File: src/rtl/mux_pkg.sv
// Shared types and helpers for the scanning N:1 mux.
// Channel-index helper is sized for up to 64 channels.
package mux_pkg;

    typedef enum logic {
        MODE_MANUAL = 1'b0,
        MODE_SCAN   = 1'b1
    } mode_e;

    typedef enum logic {
        ST_MANUAL = 1'b0,
        ST_SCAN   = 1'b1
    } state_e;

    // Wraps at n-1 so non-power-of-2 channel counts never overrun.
    function automatic logic [6:0] next_ch(
        input logic [6:0] c,
        input logic [6:0] n
    );
        return (c == n - 7'd1) ? 7'd0 : c + 7'd1;
    endfunction

endpackage

File: src/rtl/mux_scan_nto1_scan_ptr.sv
// Round-robin scan pointer with per-channel dwell counter.
// clear forces the pointer to channel 0 for the current beat.
module scan_ptr
    import mux_pkg::*;
#(
    parameter  int N_CH    = 8,
    parameter  int DWELL_W = 8,
    localparam int SEL_W   = $clog2(N_CH)
) (
    input  logic               clk,
    input  logic               rst_n,
    input  logic               en,
    input  logic               clear,
    input  logic               valid_at_ptr,
    input  logic [DWELL_W-1:0] dwell,
    output logic [SEL_W-1:0]   ptr
);

    logic [SEL_W-1:0]   ptr_q, ptr_d, ptr_cur, ptr_nxt;
    logic [DWELL_W-1:0] cnt_q, cnt_d, cnt_cur;

    always_comb begin
        ptr_cur = clear ? '0 : ptr_q;
        cnt_cur = clear ? '0 : cnt_q;
        ptr_nxt = SEL_W'(next_ch(7'(ptr_cur), 7'(N_CH)));
        ptr_d   = ptr_q;
        cnt_d   = cnt_q;
        if (en) begin
            if (valid_at_ptr && (cnt_cur != dwell)) begin
                ptr_d = ptr_cur;
                cnt_d = cnt_cur + 1'b1;
            end else begin
                // Dwell exhausted, or empty channel skipped.
                ptr_d = ptr_nxt;
                cnt_d = '0;
            end
        end
    end

    always_ff @(posedge clk or negedge rst_n) begin
        if (!rst_n) begin
            ptr_q <= '0;
            cnt_q <= '0;
        end else begin
            ptr_q <= ptr_d;
            cnt_q <= cnt_d;
        end
    end

    assign ptr = ptr_cur;

endmodule

File: src/rtl/mux_scan_nto1.sv
// Registered N:1 mux with valid/ready output and round-robin scan mode.
module mux_scan_nto1
    import mux_pkg::*;
#(
    parameter  int N_CH    = 8,
    parameter  int W       = 8,
    parameter  int DWELL_W = 8,
    localparam int SEL_W   = $clog2(N_CH)
) (
    input  logic                clk,
    input  logic                rst_n,
    input  logic [N_CH*W-1:0]   in_data,
    input  logic [N_CH-1:0]     in_valid,
    input  logic                mode,
    input  logic [SEL_W-1:0]    sel,
    input  logic [DWELL_W-1:0]  dwell,
    output logic [W-1:0]        out_data,
    output logic                out_valid,
    input  logic                out_ready,
    output logic [SEL_W-1:0]    out_ch,
    output logic                sel_err
);

    state_e           state_q, state_d;
    logic [W-1:0]     out_data_q, out_data_d;
    logic             out_valid_q, out_valid_d;
    logic [SEL_W-1:0] out_ch_q, out_ch_d;
    logic             sel_err_q, sel_err_d;

    logic             cap, is_scan, sel_ok;
    logic             scan_en, scan_clr;
    logic [SEL_W-1:0] scan_ch, ch_idx;
    logic [W-1:0]     data_at_ch;
    logic             valid_at_ch;

    always_comb begin
        cap         = !out_valid_q || out_ready;
        is_scan     = (mode == MODE_SCAN);
        sel_ok      = {1'b0, sel} < (SEL_W+1)'(N_CH);
        scan_en     = cap && is_scan;
        scan_clr    = scan_en && (state_q == ST_MANUAL);
        ch_idx      = is_scan ? scan_ch : sel;
        data_at_ch  = in_data[int'(ch_idx)*W +: W];
        valid_at_ch = in_valid[ch_idx];
    end

    scan_ptr #(
        .N_CH    (N_CH),
        .DWELL_W (DWELL_W)
    ) u_scan_ptr (
        .clk          (clk),
        .rst_n        (rst_n),
        .en           (scan_en),
        .clear        (scan_clr),
        .valid_at_ptr (valid_at_ch),
        .dwell        (dwell),
        .ptr          (scan_ch)
    );

    always_comb begin
        state_d     = state_q;
        out_data_d  = out_data_q;
        out_valid_d = out_valid_q;
        out_ch_d    = out_ch_q;
        sel_err_d   = 1'b0;
        if (cap) begin
            state_d = is_scan ? ST_SCAN : ST_MANUAL;
            if (is_scan || sel_ok) begin
                out_valid_d = valid_at_ch;
                if (valid_at_ch) begin
                    out_data_d = data_at_ch;
                    out_ch_d   = ch_idx;
                end
            end else begin
                // Out-of-range manual select: drop the beat, keep data/ch.
                out_valid_d = 1'b0;
                sel_err_d   = 1'b1;
            end
        end
    end

    always_ff @(posedge clk or negedge rst_n) begin
        if (!rst_n) begin
            state_q     <= ST_MANUAL;
            out_data_q  <= '0;
            out_valid_q <= 1'b0;
            out_ch_q    <= '0;
            sel_err_q   <= 1'b0;
        end else begin
            state_q     <= state_d;
            out_data_q  <= out_data_d;
            out_valid_q <= out_valid_d;
            out_ch_q    <= out_ch_d;
            sel_err_q   <= sel_err_d;
        end
    end

    assign out_data  = out_data_q;
    assign out_valid = out_valid_q;
    assign out_ch    = out_ch_q;
    assign sel_err   = sel_err_q;

endmodule

File: config.mk
export PLATFORM = sky130hd
export DESIGN_NAME = mux_scan_nto1
export DESIGN_NICKNAME = d
export VERILOG_FILES = /design/src/rtl/mux_pkg.sv /design/src/rtl/mux_scan_nto1_scan_ptr.sv /design/src/rtl/mux_scan_nto1.sv
export SDC_FILE = /design/constraint.sdc
export NUM_CORES = 1
export LEC_CHECK = 0
export CAP_MARGIN = 20
export CORE_UTILIZATION = 25
export DETAILED_ROUTE_END_ITERATION = 8
export SYNTH_ARGS = -nofsm -noshare
export SYNTH_HDL_FRONTEND = slang
export SYNTH_SLANG_ARGS = --single-unit
File: constraint.sdc
create_clock -name clk -period 5.8 [get_ports clk]
set_input_delay 0.87 -clock clk [delete_from_list [all_inputs] [get_ports clk]]
set_output_delay 0.87 -clock clk [all_outputs]
set_load 0.02 [all_outputs]
* Word-level counts from Yosys, hierarchy flattened *
Index checks and enable logic that the tools add are counted.

operators by class
  div/mod/pow operators = 0
  muxes and demuxes = 9
  bitwise operators = 1
  $add $sub $neg = 2
  shift-type cells = 1
  reduce and logical (&&, ||, !) cells = 6
  magnitude comparators = 1
  equality and inequality tests = 2
  $mul = 0

operators with widths
  kind                                                                   count
  64-bit by 7-bit indexed part select with 8-bit output                  1
  8-bit 2-to-1 mux                                                       2
  3-bit 2-to-1 mux                                                       4
  8-bit by 1-bit adder with 8-bit output (second input constant)         1
  8-bit inequality test                                                  1
  3-bit by 4-bit < comparator with 1-bit output (second input constant)  1
  3-bit by 1-bit adder with 3-bit output (second input constant)         1
  1-bit binary-select mux with 3-bit select                              1
  3-bit == test (second input constant)                                  1
  1-bit logical AND                                                      3
  1-bit 2-to-1 mux                                                       2
  2-bit AND reduction                                                    1
  1-bit zero test                                                        1
  1-bit logical OR                                                       1
  1-bit NOT                                                              1

storage, ports and cells
  word-level logic and storage cells = 28
  bits in registers = 24
  input port bits = 87
  RAM bits = 0
  memories kept = 0
  output and inout port bits = 13
  bits in read-only memories = 0
  bits in latches = 0

* Depth between registers and ports, before layout *
  depth after elaboration = 10
  mapped depth = 10
  gate-level depth less buffers = 9

* Modules after synthesis *
From an unflattened synthesis, not the netlist that was laid out.

second synthesis, totals
  cell total of the unflattened synthesis = 228
  area total of the unflattened synthesis = 2,210.9 µm²

by module, submodules not included
  module         times used  cells an instance  area an instance (µm²)
  mux_scan_nto1  1           126                1,372.6
  scan_ptr       1           102                838.3

* Worst setup path after synthesis *
No wires, ideal clock.

  kind = input to register
  from = in out_ready
  to = reg u_scan_ptr.cnt_q[3]
  arrival time = 2.600 ns
  slack = 3.073 ns
  stages on the path = 7
  required time = 5.674 ns
  buffers on the path = 0
  cells stage by stage = or2b_1 a21oi_4 mux2_2 o211a_1 o211ai_1 nor2_1 a221o_1

between the ends
  word-level cells in the longest chain between the ends = 9
  elaborated cells between the ends (all ways) = 12
  those cells by class = 1 x add/sub; 1 x eq/ne; 6 x mux; 4 x reduce/logical

ends and longest elaborated chain
  item                                       RTL line                      source
  start, declared                            mux_scan_nto1.sv:19           input logic out_ready,
  1-bit logical OR *                         mux_scan_nto1.sv:37           cap = !out_valid_q || out_ready;
  1-bit logical AND *                        mux_scan_nto1.sv:40           scan_en = cap && is_scan;
  1-bit logical AND                          mux_scan_nto1.sv:41           scan_clr = scan_en && (state_q == ST_MANUAL);
  3-bit 2-to-1 mux                           mux_scan_nto1_scan_ptr.sv:23  ptr_cur = clear ? '0 : ptr_q;
  3-bit 2-to-1 mux                           mux_scan_nto1.sv:42           ch_idx = is_scan ? scan_ch : sel;
  1-bit binary-select mux with 3-bit select  mux_scan_nto1.sv:44           valid_at_ch = in_valid[ch_idx];
  1-bit 2-to-1 mux (not written as such)     mux_scan_nto1.sv:44
  1-bit logical AND                          mux_scan_nto1_scan_ptr.sv:29  if (valid_at_ptr && (cnt_cur != dwell)) begin
  8-bit 2-to-1 mux                           mux_scan_nto1_scan_ptr.sv:29
  end signal, assigned                       mux_scan_nto1_scan_ptr.sv:46  cnt_q <= cnt_d;
  end, declared                              mux_scan_nto1_scan_ptr.sv:20  logic [DWELL_W-1:0] cnt_q, cnt_d, cnt_cur;

Mark *: on every way between the ends. The rest lies on a longest branch, timed or not. The select of a mux whose other input is x is not followed.
A chain may end at the register's enable or synchronous reset.

* Final worst setup path *
Same ends and word-level chain as after synthesis.

==> implementation parameters <==
Parameter                              Value

Status
  Result of the run    complete, no violations

Place
  Worst setup slack after placement    1820 ps
  Detailed placement HPWL    ~5.2 mm
  Placer congestion estimate    between 0.7 and 0.8
  Number of buffer cells added on primary ports    98
  Cell count after placement    around 420

Worst setup path
  Type of origin of the critical path    primary input
  Maximum fanout along the worst path    12
  Worst Setup End Kind    register
  Required time of the critical path    just under 6000 ps
  Worst Setup Path Type    in2reg
  Arrival time reported for the critical path endpoint    between 3000 and 4000 ps

STA
  Final worst slack    2140 ps
  Slew of the pin with the lowest slew margin    between 900 and 1000 ps
  Fraction of the cycle the final worst path needs    0.631
  Sum of negative setup slack    0 ps
  Max_slew headroom    0.356
  Final worst clock skew    ~3.7 ps
  Final min period    around 3700 ps
  Final worst hold slack    ~480 ps
  Final slew viol count    0
  Final count of hold timing violations    0
  Maximum operating frequency    between 0.2 and 0.3 GHz
  Final setup vio count    0
  RSZ-0062 raised after global routing    false

Synthesis
  Synthesis Warnings    0
  Post-synth EDFFs    0
  Mapped Area    0.00213 sq mm
  Count of mapped cells out of synthesis    about 230
  Leading register cell type out of synthesis    sky130_fd_sc_hd__dfrtp_1
  Avg Inst Size Synth    9.36 sq um
  Mapped Nets    between 300 and 400
  Seq cells post-synth    24
  Cell accounting for the most synthesized area    sky130_fd_sc_hd__dfrtp_1
  Register area share after synthesis    0.281
  Most used standard cells in the synthesized netlist    sky130_fd_sc_hd__mux2i_1 (58), sky130_fd_sc_hd__nand2_1 (28), sky130_fd_sc_hd__dfrtp_1 (24)
  Cell with the most instances after synthesis    sky130_fd_sc_hd__mux2i_1
  Share of synthesized registers carrying an async set or reset    1.00
  Proportion of netlist area held by the largest area contributor    0.281
  Cell types occupying the most area after synthesis    sky130_fd_sc_hd__dfrtp_1 (28%), sky130_fd_sc_hd__mux2i_1 (27%), sky130_fd_sc_hd__nand2_1 (4.9%)
  Distinct cell type count of the synthesized netlist    between 40 and 50

Power and ir drop
  Combinational share of power    0.572
  Cell leakage power    roughly 1.3 nW
  Register share of total power    0.301
  Internal portion of total power    ~0.00056 W
  Maximum resistive drop on vdd    0.123 mV
  Switching pwr    roughly 0.00039 W
  Power per cell area    around 290 mW/mm^2
  Clock network power share    0.128
  Fraction of power spent switching nets    0.409

Final layout
  Net count, final    between 400 and 500
  Share of final-layout standard cells stronger than drive strength 1    0.0625
  Filler Cells Inserted    approximately 850
  Area growth from synthesis to final layout    50.6%
  Core utilization of the finished layout    0.389
  Non-Filler Instances    between 400 and 500
  Antenna diode count    0

GRT
  Total Routing Usage GR    0.143
  Maximum number of pins on one net before global-route repair    34
  Antenna violations before repair    0
  Overall overflow remaining after global route    0
  First-pass GRT wire length    between 9 and 10 mm
  Number of global-route vias before repair    approximately 1900

Clocking
  Register clock-pin slew on the reported worst setup and hold paths    90 ps
  Buffer type at the clock tree root    sky130_fd_sc_hd__clkbuf_8
  Cells resized by post-CTS repair    0
  Level count of the clock H-tree    1
  Clock latency of the later-clocked register in the worst-skew pair    ~280 ps
  Num Clock Sinks    24
  Number of buffers added by the clock tree synthesis step    3
  Hold buffers post-CTS    0
  TritonCTS clock tree    yes
  CTS Buffer Depth    2
  Post CTS Setup Buffer Count    0

Die
  Floorplan die width    ~94 um
  Area of the die    between 0.008 and 0.009 sq mm
  Vertical extent of the die    ~94 um
  Effective utilization at floorplan    0.258
  Num rows    33
  Top Ports    100
  Core region area    between 0.008 and 0.009 sq mm

Route
  Number of iterations in the first detailed-routing pass    4
  Wire length after detailed routing    between 6 and 7 mm
  Antenna viol nets, final    0
  Total number of vias    slightly above 2000
  DRC violation count after routing    0
  Vias per cell    between 4 and 5
  Detailed-route wire length per cell    between 15 and 20 um
  Number of design-rule violations left by the first detailed-router iteration    73

Worst hold path
  Min-delay worst type    reg2reg

Run
  Maximum capacitance violations    0
==> worst paths after layout <==
path	cells past startpoint	start	slack (ps)	end
setup / recovery	8	out_ready	2140	u_scan_ptr.cnt_q[3]
hold / removal	2	out_data[6]	480	out_data[6]
setup reg to reg	7	out_valid	2750	u_scan_ptr.cnt_q[3]
hold reg to reg	2	out_data[6]	480	out_data[6]
max in group asynchronous	2	rst_n	4610	out_data[7]
min in group asynchronous	2	rst_n	950	out_data[6]
==> kinds of logic (layout without fill, tap and decap cells) <==
logic type | after synthesis | in the layout | synth area share
flops | 24 | 24 | 0.281
fa+ha+maj | 2 | 2 | 0.0117
simple gates | 65 | 65 | 0.154
compound gates | 53 | 53 | 0.184
xor+xnor | 6 | 6 | 0.0246
other cells | 1 | 1 | 0.00176
mux | 59 | 59 | 0.277
buf+inv | 18 | 110 | 0.0651
==> power groups by stage <==
stage,logic [W],clock network (W),registers (W)
after CTS,0.000544,0.000120,0.000283
after detailed placement,0.000544,0,0.000284
after global routing,0.000587,0.000127,0.000295
after floorplan,0.000312,0,0.000315
final,0.000538,0.000120,0.000283
after global placement,0.000531,0,0.000286
==> metrics by stage <==
stage          instance area, sq um  power (W)
6_report                       3220   0.000942
5_1_grt                        3220    0.00101
2_1_floorplan                  2130   0.000627
3_3_place_gp                   3150   0.000817
3_5_place_dp                   3160   0.000829
4_1_cts                        3220   0.000948
==> registers in the layout, indices dropped and copies added, names as in the netlist <==
register and flops:
out_valid 1, u_scan_ptr.ptr_q 3, out_data 8, state_q 1, u_scan_ptr.cnt_q 8, out_ch 3
==> placed cells by master (no fill, tap or decap), types with 2 or more instances in the layout <==
master,n
sky130_fd_sc_hd__clkdlybuf4s50_1,98
sky130_fd_sc_hd__mux2i_1,58
sky130_fd_sc_hd__nand2_1,28
sky130_fd_sc_hd__dfrtp_1,24
sky130_fd_sc_hd__o21ai_0,16
sky130_fd_sc_hd__nor2_1,10
sky130_fd_sc_hd__a21oi_1,7
sky130_fd_sc_hd__nor2b_1,6
sky130_fd_sc_hd__xnor2_1,6
sky130_fd_sc_hd__nand3_1,5
sky130_fd_sc_hd__inv_1,4
sky130_fd_sc_hd__nor4bb_1,4
sky130_fd_sc_hd__a31oi_1,4
sky130_fd_sc_hd__o32ai_1,4
sky130_fd_sc_hd__clkbuf_8,4
sky130_fd_sc_hd__buf_4,3
sky130_fd_sc_hd__nor3_1,2
sky130_fd_sc_hd__o211ai_1,2
sky130_fd_sc_hd__a21o_2,2
sky130_fd_sc_hd__a211oi_1,2
sky130_fd_sc_hd__a221o_1,2
sky130_fd_sc_hd__a21o_1,2
sky130_fd_sc_hd__ha_1,2
==> layer usage <==
layer	wire (um)	vias up	share of wire	track usage
li1	-	1026	-	-
met1	2920	960	0.45	0.193
met5	0	-	0	0
met2	3170	46	0.49	0.224
met4	145	0	0.022	0.0564
met3	278	9	0.043	0.0266
==> critical path, cell delays in order <==
cell and delay (ps):
sky130_fd_sc_hd__clkdlybuf4s50_1 440, sky130_fd_sc_hd__or2b_1 410, sky130_fd_sc_hd__a21oi_4 490, sky130_fd_sc_hd__mux2_2 390
sky130_fd_sc_hd__o211a_1 270, sky130_fd_sc_hd__o211ai_1 560, sky130_fd_sc_hd__nor2_1 110, sky130_fd_sc_hd__a221o_1 270
==> area by class of cell <==
cell class	instances	area [sq um]	share of cell area
multi-input cells	186	1400	0.435
repair buffers	102	1010	0.316
flip-flops and latches	24	601	0.187
well taps	105	131	0.0409
clock buffers	4	55.1	0.0171
inverters	4	15.0	0.00467
Note: power is estimated with default switching activity, not from simulation.
